## src/rtl/fft_burst_frame_ctrl.sv

```systemverilog
// Frame-level sequencer for the burst FFT/IFFT engine: takes one transform
// configuration per frame and runs it through load, engine start, calc and unload.
module fft_burst_frame_ctrl #(
    parameter int LEN_WIDTH    = 16,
    parameter int MIN_LOG2     = 3,
    parameter int CALC_TIMEOUT = 65535
) (
    input  logic                 clk,
    input  logic                 rst_n,
    input  logic                 cfg_valid_i,
    output logic                 cfg_ready_o,
    input  logic [3:0]           cfg_log2_i,
    input  logic                 cfg_inverse_i,
    input  logic                 s_valid_i,
    output logic                 s_ready_o,
    input  logic                 s_last_i,
    output logic                 in_wr_en_o,
    output logic [LEN_WIDTH-2:0] in_wr_addr_o,
    output logic [LEN_WIDTH-1:0] dft_length_o,
    output logic [3:0]           fft_lev_limit_o,
    output logic                 dft_mode_o,
    output logic                 fft_idone_o,
    input  logic                 fft_cdone_i,
    output logic                 o_rd_enable_o,
    input  logic                 m_ready_i,
    output logic                 busy_o,
    output logic                 frame_done_o,
    output logic                 err_cfg_o,
    output logic                 err_len_o,
    output logic                 err_timeout_o
);

    // state  | meaning
    // IDLE   | waiting for a configuration handshake
    // LOAD   | accepting N input samples into the engine RAM
    // START  | one-cycle engine start pulse
    // CALC   | waiting for engine completion, watchdog running
    // UNLOAD | stepping N results out under downstream backpressure
    // DONE   | one-cycle frame completion pulse
    typedef enum logic [2:0] {
        S_IDLE, S_LOAD, S_START, S_CALC, S_UNLOAD, S_DONE
    } state_t;

    localparam int WD_W = (CALC_TIMEOUT > 1) ? $clog2(CALC_TIMEOUT) : 1;

    state_t                 state_q;
    logic [LEN_WIDTH-1:0]   n_q;
    logic [LEN_WIDTH-1:0]   load_cnt_q;
    logic [LEN_WIDTH-1:0]   unload_cnt_q;
    logic [WD_W-1:0]        wdog_q;
    logic                   cfg_ready_q;
    logic                   s_ready_q;
    logic                   in_wr_en_q;
    logic [LEN_WIDTH-2:0]   in_wr_addr_q;
    logic [LEN_WIDTH-1:0]   dft_length_q;
    logic [3:0]             lev_q;
    logic                   mode_q;
    logic                   idone_q;
    logic                   rd_en_q;
    logic                   busy_q;
    logic                   frame_done_q;
    logic                   err_cfg_q;
    logic                   err_len_q;
    logic                   err_timeout_q;

    logic                   cfg_legal_d;
    logic [LEN_WIDTH-1:0]   n_d;

    assign cfg_legal_d = (int'(cfg_log2_i) >= MIN_LOG2) && (int'(cfg_log2_i) <= LEN_WIDTH - 1);
    assign n_d         = LEN_WIDTH'(1) << cfg_log2_i;

    always_ff @(posedge clk or negedge rst_n) begin
        if (!rst_n) begin
            state_q       <= S_IDLE;
            n_q           <= '0;
            load_cnt_q    <= '0;
            unload_cnt_q  <= '0;
            wdog_q        <= '0;
            cfg_ready_q   <= 1'b0;
            s_ready_q     <= 1'b0;
            in_wr_en_q    <= 1'b0;
            in_wr_addr_q  <= '0;
            dft_length_q  <= '0;
            lev_q         <= '0;
            mode_q        <= 1'b0;
            idone_q       <= 1'b0;
            rd_en_q       <= 1'b0;
            busy_q        <= 1'b0;
            frame_done_q  <= 1'b0;
            err_cfg_q     <= 1'b0;
            err_len_q     <= 1'b0;
            err_timeout_q <= 1'b0;
        end else begin
            in_wr_en_q    <= 1'b0;
            idone_q       <= 1'b0;
            rd_en_q       <= 1'b0;
            frame_done_q  <= 1'b0;
            err_cfg_q     <= 1'b0;
            err_len_q     <= 1'b0;
            err_timeout_q <= 1'b0;

            case (state_q)
                S_IDLE: begin
                    cfg_ready_q <= 1'b1;
                    if (cfg_valid_i && cfg_ready_q) begin
                        if (cfg_legal_d) begin
                            n_q          <= n_d;
                            dft_length_q <= n_d - 1'b1;
                            lev_q        <= cfg_log2_i;
                            mode_q       <= cfg_inverse_i;
                            load_cnt_q   <= '0;
                            cfg_ready_q  <= 1'b0;
                            s_ready_q    <= 1'b1;
                            busy_q       <= 1'b1;
                            state_q      <= S_LOAD;
                        end else begin
                            err_cfg_q <= 1'b1;
                        end
                    end
                end

                S_LOAD: begin
                    if (s_valid_i && s_ready_q) begin
                        in_wr_en_q   <= 1'b1;
                        in_wr_addr_q <= load_cnt_q[LEN_WIDTH-2:0];
                        load_cnt_q   <= load_cnt_q + 1'b1;
                        if (load_cnt_q == dft_length_q) begin
                            // missing s_last on the final sample is flagged but not fatal
                            err_len_q <= !s_last_i;
                            s_ready_q <= 1'b0;
                            idone_q   <= 1'b1;
                            state_q   <= S_START;
                        end else if (s_last_i) begin
                            err_len_q   <= 1'b1;
                            s_ready_q   <= 1'b0;
                            cfg_ready_q <= 1'b1;
                            busy_q      <= 1'b0;
                            state_q     <= S_IDLE;
                        end
                    end
                end

                S_START: begin
                    wdog_q  <= WD_W'(CALC_TIMEOUT - 1);
                    state_q <= S_CALC;
                end

                S_CALC: begin
                    // completion takes priority over a watchdog expiring in the same cycle
                    if (fft_cdone_i) begin
                        unload_cnt_q <= '0;
                        state_q      <= S_UNLOAD;
                    end else if ((CALC_TIMEOUT != 0) && (wdog_q == '0)) begin
                        err_timeout_q <= 1'b1;
                        cfg_ready_q   <= 1'b1;
                        busy_q        <= 1'b0;
                        state_q       <= S_IDLE;
                    end else begin
                        wdog_q <= wdog_q - 1'b1;
                    end
                end

                S_UNLOAD: begin
                    if (unload_cnt_q == n_q) begin
                        frame_done_q <= 1'b1;
                        state_q      <= S_DONE;
                    end else if (m_ready_i) begin
                        rd_en_q      <= 1'b1;
                        unload_cnt_q <= unload_cnt_q + 1'b1;
                    end
                end

                S_DONE: begin
                    cfg_ready_q <= 1'b1;
                    busy_q      <= 1'b0;
                    state_q     <= S_IDLE;
                end

                default: begin
                    cfg_ready_q <= 1'b0;
                    s_ready_q   <= 1'b0;
                    busy_q      <= 1'b0;
                    state_q     <= S_IDLE;
                end
            endcase
        end
    end

    assign cfg_ready_o     = cfg_ready_q;
    assign s_ready_o       = s_ready_q;
    assign in_wr_en_o      = in_wr_en_q;
    assign in_wr_addr_o    = in_wr_addr_q;
    assign dft_length_o    = dft_length_q;
    assign fft_lev_limit_o = lev_q;
    assign dft_mode_o      = mode_q;
    assign fft_idone_o     = idone_q;
    assign o_rd_enable_o   = rd_en_q;
    assign busy_o          = busy_q;
    assign frame_done_o    = frame_done_q;
    assign err_cfg_o       = err_cfg_q;
    assign err_len_o       = err_len_q;
    assign err_timeout_o   = err_timeout_q;

endmodule

```

## config.mk

```make
export PLATFORM = sky130hd
export DESIGN_NAME = fft_burst_frame_ctrl
export DESIGN_NICKNAME = d
export VERILOG_FILES = /design/src/rtl/fft_burst_frame_ctrl.sv
export SDC_FILE = /design/constraint.sdc
export NUM_CORES = 1
export LEC_CHECK = 0
export ABC_AREA = 0
export BUFFER_PORTS_ARGS = -buffer_cell sky130_fd_sc_hd__clkbuf_2
export CAP_MARGIN = 10
export CORE_MARGIN = 3
export CORE_UTILIZATION = 31
export CTS_CLUSTER_DIAMETER = 120
export DETAILED_ROUTE_END_ITERATION = 6
export GPL_TIMING_DRIVEN = 0
export PLACE_DENSITY_LB_ADDON = 0.05
export REMOVE_ABC_BUFFERS = 1
export SLEW_MARGIN = 40
export SYNTH_ARGS = -nofsm -noshare
export SYNTH_HDL_FRONTEND = slang
export SYNTH_SLANG_ARGS = --single-unit
```

## constraint.sdc

```tcl
create_clock -name clk -period 2.7 [get_ports clk]
set_input_delay 0.54 -clock clk [delete_from_list [all_inputs] [get_ports clk]]
set_output_delay 0.54 -clock clk [all_outputs]
set_load 0.005 [all_outputs]
```

Word-level counts from Yosys, hierarchy flattened
Cells that the tools add are included.
{"block": "word_totals", "ff_bits": 113, "latch_bits": 0, "ramBits": 0, "mem_bits_ro": 0, "input_bits": 12, "output_inout_bits": 46, "wordCells": 125, "memories": 0}
{"block": "op_classes", "n_addsub": 4, "multipliers": 0, "n_div": 0, "n_lt_le_gt_ge": 1, "eq_ne": 21, "shift": 1, "mux": 58, "n_bitwise": 2, "n_reduce_logical": 19}
{"op": "$mux W16", "count": 8}
{"op": "$pmux W16 S2", "count": 3}
{"op": "$mux W1", "count": 35}
{"op": "$add A16 B1 Y16 const B", "count": 2}
{"op": "$eq A16 B16 Y1", "count": 2}
{"op": "$sub A16 B1 Y16 const B", "count": 2}
{"op": "$mux W3", "count": 8}
{"op": "$ne A2 B2 Y1 const B", "count": 12}
{"op": "$logic_not A16 Y1", "count": 1}
{"op": "$shl A1 B4 Y16 const A", "count": 1}
{"op": "$pmux W3 S5", "count": 1}
{"op": "$reduce_and A6 Y1", "count": 2}
{"op": "$reduce_and A4 Y1", "count": 2}
{"op": "$reduce_and A8 Y1", "count": 1}
{"op": "$eq A3 B2 Y1 const B", "count": 2}
{"op": "$eq A3 B3 Y1 const B", "count": 2}
{"op": "$ne A3 B3 Y1 const B", "count": 2}
{"op": "$reduce_and A3 Y1", "count": 2}
{"op": "$reduce_bool A2 Y1", "count": 3}
{"op": "$pmux W1 S5", "count": 1}
{"op": "$reduce_and A5 Y1", "count": 1}
{"op": "$ge A4 B2 Y1 const B", "count": 1}
{"op": "$pmux W1 S4", "count": 1}
{"op": "$reduce_or A4 Y1", "count": 1}
{"op": "other kinds (8)", "count": 10}

Longest topological paths before layout
Gate-level depths: netlist (run 1).
{"block": "logic_depth", "ltp_word": 4, "ltp_mapped": 10, "depth_no_buf": 8}

Worst setup path after synthesis (run 1)
OpenSTA, ideal clock, no wires.
{"block": "synth_path", "path_type": "input to register", "start": "in cfg_log2_i[3]", "end": "reg dft_length_q[14] (netlist: dft_length_o[14])", "setup_ns": 0.123, "arrival_ns": 2.087, "required_ns": 2.577, "setup_slack_ns": 0.490, "path_stages": 10, "path_buffers": 3, "path_cell_list": "clkbuf_1 clkbuf_1 nor2_1 nand2_1 ha_1 clkbuf_1 xor2_1 nor2_1 a211oi_1 nor2_1"}
{"block": "synth_via", "elab_chain_len": 2, "elab_cells_between_ends": 4}
{"item": "start: declaration", "line": "12", "source": "input logic [3:0] cfg_log2_i,"}
{"item": "$shl A1 B4 Y16 or $ge A4 B2 Y1 (tied branches)", "line": "70, 69"}
{"item": "$sub A16 B1 Y16 or $reduce_and A3 Y1 (tied branches)"}
{"item": "end signal: assignment", "line": "108", "source": "dft_length_q <= n_d - 1'b1;"}
{"item": "end: declaration", "line": "55", "source": "logic [LEN_WIDTH-1:0] dft_length_q;"}
Several ways; a longest one is shown, not always the timed one.
A chain may end at the register's enable or synchronous reset.

Worst setup path in the final report (run 1)
{"block": "layout_path", "start": "reg state_q[0]", "end": "reg load_cnt_q[15]"}
{"block": "layout_via", "elab_chain_len": 3, "elab_cells_between_ends": 8}
{"item": "start: declaration", "line": "46", "source": "state_t state_q;"}
{"item": "start signal: assignment", "line": "74", "source": "state_q <= S_IDLE;"}
{"item": "start signal: assignment", "line": "115", "source": "state_q <= S_LOAD;"}
{"item": "start signal: assignment", "line": "132", "source": "state_q <= S_START;"}
{"item": "$eq A3 B1 Y1 or $logic_not A3 Y1 (tied branches)", "line": "102", "source": "case (state_q)"}
{"item": "$ne A2 B2 Y1 (no line) or $reduce_bool A2 Y1 (tied branches)"}
{"item": "$reduce_and A4 Y1 (no line)"}
{"item": "end signal: assignment", "line": "126", "source": "load_cnt_q <= load_cnt_q + 1'b1;"}
{"item": "end: declaration", "line": "48", "source": "logic [LEN_WIDTH-1:0] load_cnt_q;"}
Several ways; a longest one is shown, not always the timed one.

==> results of run 1 <==
registers in the layout, summed over array words and instances (netlist names):
signal / count
fft_idone_o: 1
state_q: 3
cfg_ready_o: 1
frame_done_o: 1
in_wr_en_o: 1
fft_lev_limit_o: 4
n_q: 16
s_ready_o: 1
err_cfg_o: 1
wdog_q: 16
busy_o: 1
unload_cnt_q: 16
err_len_o: 1
load_cnt_q: 16
o_rd_enable_o: 1
dft_mode_o: 1
err_timeout_o: 1
dft_length_o: 16
in_wr_addr_o: 15
through the flow:
| step | area [um2] | setup TNS (ns) |
|---|---|---|
| after floorplan | 5690 | -0.270 |
| after global placement | 6260 | -125.84 |
| after detailed placement | 6370 | -0.165 |
| after CTS | 7040 | 0 |
| after global routing | 7080 | -0.00303 |
| final | 7080 | 0 |
worst reg2reg max path, stage by stage (launching register included):
cell and delay [ns]:
dfrtp_2 0.56, nand4bb_1 0.40, o32ai_4 0.48, nand3_2 0.28, or4_1 0.52, a21oi_1 0.15
cells in the final DEF, fill, tap and decap left out, types with 3 or more instances in the layout:
cell type   netlist  layout
o22ai_1           4       4
nor2_1           40      39
ha_1              6       6
clkbuf_16         0      17
buf_4             2       6
a21oi_1          26      26
xor2_1           23      23
nand3_1          24      24
clkbuf_2          0      56
o21a_1            6       6
nand2_1         111     110
mux2i_1           5       5
dfrtp_1         113     111
nor4_1           15      13
xnor2_1          29      29
o31ai_1           9       9
nand4_1          15      15
nor4_2            2       3
bufinv_16         0       5
nand3b_1          4       4
inv_1            17      17
o21ai_0          34      34
a31oi_1           4       4
nand4b_1          3       3
or4_1             9       9
and3_1            8       8
nand2b_1          7       7
clkinvlp_4        0       3
nor3_1           11      11
a32o_1            5       5
and2_1            9       9
or3_1            15      14
cells by family (layout without fill, tap and decap cells):
group / Yosys count / count (layout) / synth area share (%)
AOI/OAI and AO/OA: 115 / 115 / 13.0
xor gates and xnor gates: 52 / 52 / 7.76
adders and majority gates: 6 / 6 / 1.28
buffers and inverters: 59 / 116 / 4.18
DFF: 113 / 113 / 48.2
muxes: 5 / 5 / 0.853
and+or+nand+nor: 289 / 289 / 24.8
per-layer routing:
metal	share of wire, %	vias to the layer above
li1	-	2353
met1	50	2348
met2	45	101
met3	3.2	17
met4	1.7	0
met5	0	-
where the power goes:
part	switching, uW	internal [uW]	total, uW
Sequential	339	1980	2320
Clock	841	1660	2500
Combinational	718	575	1290
Total	1900	4220	6120
worst min path at each step:
stage	to	cells after the start	slack (ns)
after floorplan	busy_o	0	0.24
after global placement	dft_mode_o	2	0.46
after detailed placement	wdog_q[14]	1	0.44
after CTS	dft_mode_o	3	0.29
after global routing	dft_mode_o	3	0.31
final	dft_mode_o	3	0.31
Yosys cell counts, drive strengths merged, types with 2 or more instances:
library cell,n
dfrtp,113
nand2,111
nor2,40
o21ai,34
xnor2,29
a21oi,26
nand3,25
clkbuf,24
xor2,23
buf,18
inv,17
nor4,17
nand4,15
or3,15
nor3,12
and2,9
o31ai,9
or4,9
and3,8
nand2b,7
ha,6
o21a,6
a32o,5
mux2i,5
a31oi,4
nand3b,4
o22ai,4
a211oi,3
nand4b,3
nor2b,3
a22oi,2
a32oi,2
nor3b,2
o211ai,2
o22a,2
o311ai,2
or2,2
or3b,2
timing repair:
| item | in CTS | in global routing |
|---|---|---|
| pin swaps | 1 | 2 |
| resized for setup | 1 | 4 |
| setup endpoints to repair | 4 | 5 |
| hold buffers | 1 | 0 |
| hold endpoints to repair | 8 | 0 |
| buffers inserted | 1 | 3 |
layout make-up:
| class | instances | area, um2 |
|---|---|---|
| Timing Repair Buffer | 67 | 412 |
| Multi-Input combinational cell | 467 | 2840 |
| Clock buffer | 19 | 443 |
| Sequential cell | 113 | 2830 |
| Inverter | 17 | 63.8 |
| Fill cell | 1849 | 11200 |
| Clock inverter | 13 | 209 |
| Tap cell | 229 | 287 |
==> flow_summary_export.csv, run 1 <==
group,metric,value,unit
die,dieArea,20600,um2
setup_path,cp.buffers_inverters,0,
setup_path,r2r-start,"state_q[0]",
setup_path,r2r_cells,5,
sta,hold_ws,0.311,ns
sta,finalSetupViolCount,0,
synth,synth_cell_types,63,
die,row_count,49,
clock_tree,cts_sinks,113,
synth,synth_top_area_cell,"dfrtp_1",
synth,yosysWarnings,0,
die,die_h,144,um
synth,syn_inst,639,
setup_path,worst-path-stages,5,
global_route,grt_pass1_vias,4704,
detailed_routing,drt_pass1_iterations,5,
final_layout,antennaDiodeCount,0,
die,ios,58,
run,drv_cap,0,
synth,synth_edf_count,0,
setup_path,worstPathMaxFanout,25,
die,core_area,18300,um2
placed_design,dp_hpwl,10400,um
global_route,track_usage,15.7,%
global_route,grt_use_met3,3.56,%
sta,worst_slew_pin_slew,0.670,ns
sta,slew_viol_final,0,
placed_design,port_buffers,57,
clock_tree,clock_latency,0.42,ns
setup_path,r2r-end,"load_cnt_q[15]",
clock_tree,root_buffer,"clkbuf_16",
setup_path,r2r_setup_slack,0.23,ns
worst_hold_path,hp-class,"in -> reg",
global_route,grt_max_degree,52,
global_route,grt_use_met1,22.5,%
power_and_ir_drop,p_per_area,864,nW/um2
setup_path,critPathKind,"reg -> reg",
setup_path,critPathTopFamily,"simple AND/OR/NAND/NOR gates",
status,status,"finished clean",
power_and_ir_drop,p_leak,0.00306,uW
setup_path,required,3.04,ns
setup_path,crit_arrival,2.81,ns
clock_tree,clk_pin_slew,0.06,ns
synth,ys_ff_latch,113,
worst_hold_path,hp-start,"cfg_inverse_i",
detailed_routing,wl_per_cell,16.7,um
setup_path,critPathCaptureType,"flop",
global_route,grt_use_met2,23.4,%
sta,layout_setup_ws,0.234,ns
placed_design,place_inst,888,
global_route,busiest_layer,"met2",
detailed_routing,viasPerCell,5.21,
final_layout,nets,701,
sta,clock.fmax,405,MHz
detailed_routing,dr.first_iter.drc_count,296,
sta,period_minus_slack,2.47,ns
setup_path,cpMaxStageDelayCell,"dfrtp_2",
detailed_routing,drt_wl_total,15400,um
setup_path,cpPeakStageDelay,0.56,ns
detailed_routing,drcViolationCount,0,
setup_path,crit_end,"load_cnt_q[15]",
final_layout,finalNonFillerCells,925,
power_and_ir_drop,power,6120,uW
final_layout,utilization,38.8,%
setup_path,cp-start-kind,"flop",
global_route,grt_pass1_wl,25700,um
sta,final.period_utilization,91.3,%
clock_tree,cts_buffer_depth,2,
sta,fin_skew,0.00882,ns
synth,netlist_area,5870,um2
sta,slew_headroom,55.3,%
sta,hold_violations,0,
synth,synth_area_leaders,"dfrtp_1 48%, nand2_1 7.1%, xnor2_1 4.3%, xor2_1 3.4%, o21ai_0 2.9%",
synth,async_reset_ff_share,100,%
clock_tree,cts_tree,"yes",
setup_path,path_cells,"nand4bb_1 -> o32ai_4 -> nand3_2 -> or4_1 -> a21oi_1",
detailed_routing,num_vias,4819,
synth,yosysSeqAreaShare,48.2,%
final_layout,synthToLayoutAreaGrowth,20.7,%
die,die_x,144,um
global_route,overflow,0,
synth,synth_area_per_cell,9.19,um2
placed_design,place_ws,-0.0923,ns
final_layout,drive_gt1_share,17.0,%
placed_design,gp_congestion,0.812,
setup_path,cp-startpoint,"state_q[0]",
clock_tree,numCtsBuffers,17,
synth,synth_top_area_share,48.2,%
global_route,antenna_found_initial,0,
die,initial_core_util,32.1,%
power_and_ir_drop,peakVddDrop,475,uV
synth,synthFlopType,"dfrtp_1",
detailed_routing,ant_nets,0,
clock_tree,htree_levels,4,
(Power assumes the default switching activity.)
==> run 2, diff against run 1 <==
Settings changed: CTS_BUF_LIST set to sky130_fd_sc_hd__clkbuf_4.
==> run 2 against run 1 <==
  * Non-clock buffer count is the same
  * Wire length shrank 1.8%
  * Combinational power is essentially flat
  * Count of clock-buffer cells in the layout shrank 1
  * Cell area shrank 4.2%
  * Worst hold slack lost 0.13 ns
  * Sequential power is essentially flat
  * Highest routed layer unchanged
  * Die area is the same
  * Sequential share of layout area grew 1.8 points
  * Clock power shrank 38%
  * Fmax grew 0.11%
  * Core utilization shrank 1.6 points
==> flow_summary_export.csv, run 2 (same netlist as run 1, synthesis figures left out) <==
group,metric,value,unit
sta,layout_setup_ws,0.237,ns
clock_tree,clock_latency,0.54,ns
power_and_ir_drop,p_per_area,760,nW/um2
status,status,"finished clean",
setup_path,cp-start-kind,"flop",
die,row_count,49,
final_layout,nets,701,
detailed_routing,drt_wl_total,15200,um
global_route,grt_max_degree,52,
detailed_routing,wl_per_cell,16.4,um
sta,hold_violations,0,
setup_path,worstPathMaxFanout,25,
detailed_routing,ant_nets,0,
sta,clock.fmax,406,MHz
placed_design,gp_congestion,0.812,
die,dieArea,20600,um2
setup_path,r2r_setup_slack,0.24,ns
clock_tree,clk_pin_slew,0.12,ns
global_route,overflow,0,
global_route,track_usage,15.5,%
die,ios,58,
detailed_routing,dr.first_iter.drc_count,264,
power_and_ir_drop,p_leak,0.00293,uW
clock_tree,cts_tree,"yes",
detailed_routing,drt_pass1_iterations,4,
placed_design,port_buffers,57,
final_layout,synthToLayoutAreaGrowth,15.6,%
final_layout,layout_common_cells,"111 x nand2_1, 110 x dfrtp_1, 56 x clkbuf_2",
sta,slew_viol_final,0,
global_route,grt_pass1_vias,4660,
clock_tree,htree_levels,4,
placed_design,dp_hpwl,10400,um
setup_path,critPathCaptureType,"flop",
worst_hold_path,hp-class,"in -> reg",
power_and_ir_drop,peakVddDrop,330,uV
die,initial_core_util,32.1,%
sta,period_minus_slack,2.46,ns
worst_hold_path,hold_depth,3,
sta,tns,0,ns
final_layout,final_common_cell,"nand2_1",
final_layout,drive_gt1_share,17.1,%
placed_design,place_ws,-0.0923,ns
global_route,antenna_found_initial,1,
worst_hold_path,hp-start,"cfg_inverse_i",
sta,finalSetupViolCount,0,
setup_path,required,3.16,ns
worst_hold_path,holdPathEnd,"dft_mode_o",
clock_tree,cts_sinks,113,
detailed_routing,drcViolationCount,0,
sta,rsz0062_at_grt,"no",
setup_path,r2r_cells,6,
setup_path,r2r-start,"state_q[0]",
clock_tree,cts_buffer_depth,2,
die,core_area,18300,um2
global_route,grt_pass1_wl,25400,um
detailed_routing,viasPerCell,5.19,
sta,fin_skew,0.0205,ns
run,drv_cap,0,
clock_tree,numCtsBuffers,17,
die,die_x,144,um
sta,slew_headroom,55.8,%
setup_path,crit_arrival,2.93,ns
sta,worst_slew_pin_slew,0.663,ns
setup_path,critPathKind,"reg -> reg",
detailed_routing,num_vias,4806,
sta,final.period_utilization,91.2,%
clock_tree,root_buffer,"clkbuf_4",
setup_path,r2r-end,"load_cnt_q[2]",
die,die_h,144,um
==> run 2: routing by layer <==
layer / global-route usage (%) / routed length (um)
met1: 22.5 / 7670
met2: 23.0 / 6770
met3: 3.06 / 430
met4: 5.70 / 280
met5: 0 / 0
==> run 2: worst max-delay path by stage <==
stage                             start                to  slack (ns)
final                        state_q[0]     load_cnt_q[2]        0.24
after detailed placement  cfg_log2_i[3]    load_cnt_q[15]       -0.09
after global routing      load_cnt_q[2]         s_ready_o        0.01
after CTS                    state_q[0]  dft_length_o[10]        0.12
after floorplan              state_q[0]  dft_length_o[10]       -0.16
after global placement       state_q[0]  dft_length_o[10]       -1.34
==> run 2: area by class of cell <==
cell class / count / area, um2
fill: 1888 / 11500
timing repair buffer: 67 / 412
tap: 229 / 287
sequential: 113 / 2830
inverter: 17 / 63.8
clock inverter: 14 / 213
clock buffer: 18 / 135
antenna: 1 / 2.50
multi-input combinational: 467 / 2840
==> run 2: metrics by stage <==
stage	hold WS [ns]	cells	util [%]	power (uW)	cell area (um2)
3_5_place_dp	0.441	888	34.9	3620	6370
5_1_grt	0.138	926	37.1	5530	6790
6_report	0.182	926	37.1	5160	6790
4_1_cts	0.133	921	36.8	5200	6730
3_3_place_gp	0.459	883	34.3	3540	6260
2_1_floorplan	0.244	597	-	2980	5690
==> run 2: worst max-delay path, stage by stage, from the launching register on <==
cell	delay, ns
dfrtp_2	0.65
or3b_1	0.46
or2_2	0.48
inv_1	0.45
nand2_1	0.13
xor2_1	0.16
nor2_1	0.08
==> run 2: report_power, final <==
part           internal [uW]  switching (uW)
sequential              1980             339
clock                    836             714
combinational            578             713
total                   3390            1770
==> run 2: what timing repair did <==
item | 4_1_cts | 5_1_grt
endpoints found under the hold margin | 25 | 0
gates resized for setup | 1 | 5
pin swaps | 0 | 3
endpoints found under the setup margin | 4 | 8
buffers inserted | 0 | 4
hold buffers | 1 | 0
==> run 3, diff against run 2 <==
Settings changed: CORE_ASPECT_RATIO set to 1.75.
==> run 3 against run 2 <==
  * Global-route usage increased by 0.69 points
  * Fmax fell by 1.9%
  * First-iteration DRC count shrank 31%
  * Die area up 0.31%
  * Flip-flop and latch count unchanged
  * Register-to-register slack got worse by 0.05 ns
  * Non-clock buffer count decreased by 2
  * Critical path depth is 1 lower
  * Critical path type unchanged
  * Largest cell class unchanged
  * Largest power group unchanged
==> flow_summary_export.csv, run 3 (same netlist as run 1, synthesis figures left out) <==
group,metric,value,unit
die,die_h,188,um
status,status,"finished clean",
detailed_routing,wl_per_cell,16.8,um
setup_path,cp.buffers_inverters,0,
setup_path,critPathTopFamily,"simple AND/OR/NAND/NOR gates",
sta,hold_violations,0,
sta,slew_headroom,50.6,%
clock_tree,clock_latency,0.52,ns
setup_path,r2r_cells,5,
setup_path,r2r-start,"wdog_q[6]",
setup_path,r2r_setup_slack,0.19,ns
global_route,grt_pass1_vias,4892,
final_layout,nets,699,
clock_tree,numCtsBuffers,17,
global_route,grt_max_degree,64,
power_and_ir_drop,p_per_area,745,nW/um2
setup_path,path_cells,"nor4_1 -> and4_1 -> nand2_1 -> o2bb2ai_1 -> a221oi_1",
die,core_area,18600,um2
detailed_routing,viasPerCell,5.16,
detailed_routing,num_vias,4817,
worst_hold_path,hp-start,"cfg_inverse_i",
clock_tree,cts_tree,"yes",
power_and_ir_drop,peakVddDrop,255,uV
detailed_routing,drt_wl_total,15700,um
die,row_count,66,
power_and_ir_drop,p_leak,0.00289,uW
sta,slew_viol_final,0,
worst_hold_path,hold_depth,3,
setup_path,cp-start-kind,"flop",
global_route,grt_pass1_wl,26100,um
setup_path,critPathKind,"reg -> reg",
sta,final.period_utilization,93.0,%
detailed_routing,drt_pass1_iterations,4,
setup_path,worstPathMaxFanout,17,
final_layout,finalInstanceArea,6740,um2
placed_design,port_buffers,57,
setup_path,r2r-end,"cfg_ready_o",
sta,clock.fmax,398,MHz
setup_path,critPathCaptureType,"flop",
placed_design,place_inst,896,
detailed_routing,ant_nets,0,
sta,fin_skew,0.0189,ns
setup_path,required,3.11,ns
detailed_routing,drcViolationCount,0,
final_layout,multi_input_area,2840,um2
clock_tree,cts_buffer_depth,2,
clock_tree,root_buffer,"clkbuf_4",
die,dieArea,20700,um2
clock_tree,htree_levels,4,
final_layout,synthToLayoutAreaGrowth,14.7,%
placed_design,post_dp_cell_area,6360,um2
worst_hold_path,hp-class,"in -> reg",
die,die_x,110,um
setup_path,cpPeakStageDelay,0.71,ns
sta,finalSetupViolCount,0,
clock_tree,cts_sinks,113,
final_layout,layout_common_cells,"111 x nand2_1, 111 x dfrtp_1, 56 x clkbuf_2",
die,initial_core_util,31.6,%
die,ios,58,
worst_hold_path,holdPathEnd,"dft_mode_o",
power_and_ir_drop,power,5020,uW
clock_tree,clk_pin_slew,0.11,ns
global_route,track_usage,16.2,%
sta,rsz0062_at_grt,"no",
final_layout,utilization,36.2,%
sta,layout_setup_ws,0.189,ns
final_layout,regArea,2830,um2
detailed_routing,dr.first_iter.drc_count,181,
global_route,overflow,0,
final_layout,finalNonFillerCells,933,
global_route,antenna_found_initial,1,
run,drv_cap,0,
setup_path,cpMaxStageDelayCell,"and4_1",
final_layout,fillCellCount,1993,
final_layout,drive_gt1_share,16.4,%
placed_design,dp_hpwl,11000,um
sta,worst_slew_pin_slew,0.735,ns
sta,period_minus_slack,2.51,ns
setup_path,crit_arrival,2.92,ns
placed_design,gp_congestion,0.788,
placed_design,place_ws,-0.274,ns
==> run 3: changes by cell type in the layout (fill, tap and decap cells not counted), sizes merged <==
cell      delta
inv          -2
bufinv       -1
clkbuf       +2
clkinvlp     +1
buf          -2
==> run 3: final cells by class <==
type	count	area share (%)
Antenna cell	1	0.0372
Inverter	17	1.00
Tap cell	238	4.42
Timing Repair Buffer	65	5.70
Clock inverter	12	2.45
Sequential cell	113	42.0
Multi-Input combinational cell	467	42.1
Clock buffer	20	2.23
==> run 3: per-layer routing <==
layer	share of wire, %	GRT usage [%]
met5	0	0
met4	3.5	7.63
met3	2.9	3.10
met2	54	28.5
met1	40	18.3
==> run 3: worst register-to-register path, cell delays in order, from the launching register on <==
cell	delay (ns)
dfrtp_1	0.44
nor4_1	0.67
and4_1	0.71
nand2_1	0.17
o2bb2ai_1	0.16
a221oi_1	0.26
==> run 3: what timing repair did <==
item	in CTS	in global routing
setup buffers	2	1
hold buffers	1	0
gates cloned	0	0
gates resized for setup	2	4
setup endpoints to repair	6	6
pin swaps	1	1
hold endpoints to repair	50	0
==> run 3: worst max path at each step <==
stage,slack [ns],start,end,depth (start not counted)
6_report,0.19,wdog_q[6],cfg_ready_o,5
5_1_grt,0.04,wdog_q[6],cfg_ready_o,5
2_1_floorplan,-0.16,state_q[0],dft_length_o[10],5
3_3_place_gp,-1.65,state_q[0],dft_length_o[12],5
4_1_cts,0.05,state_q[2],unload_cnt_q[7],5
3_5_place_dp,-0.27,load_cnt_q[2],state_q[0],8
==> run 3: through the flow <==
step	TNS [ns]	hold WS, ns
floorplan	-0.270	0.244
finish	0	0.217
global placement	-133.49	0.458
global route	0	0.185
detailed placement	-1.41	0.463
CTS	0	0.158
==> run 3: where the power goes <==
| group | internal (uW) | switching (uW) |
|---|---|---|
| logic | 554 | 731 |
| clock network | 755 | 676 |
| registers | 1980 | 325 |
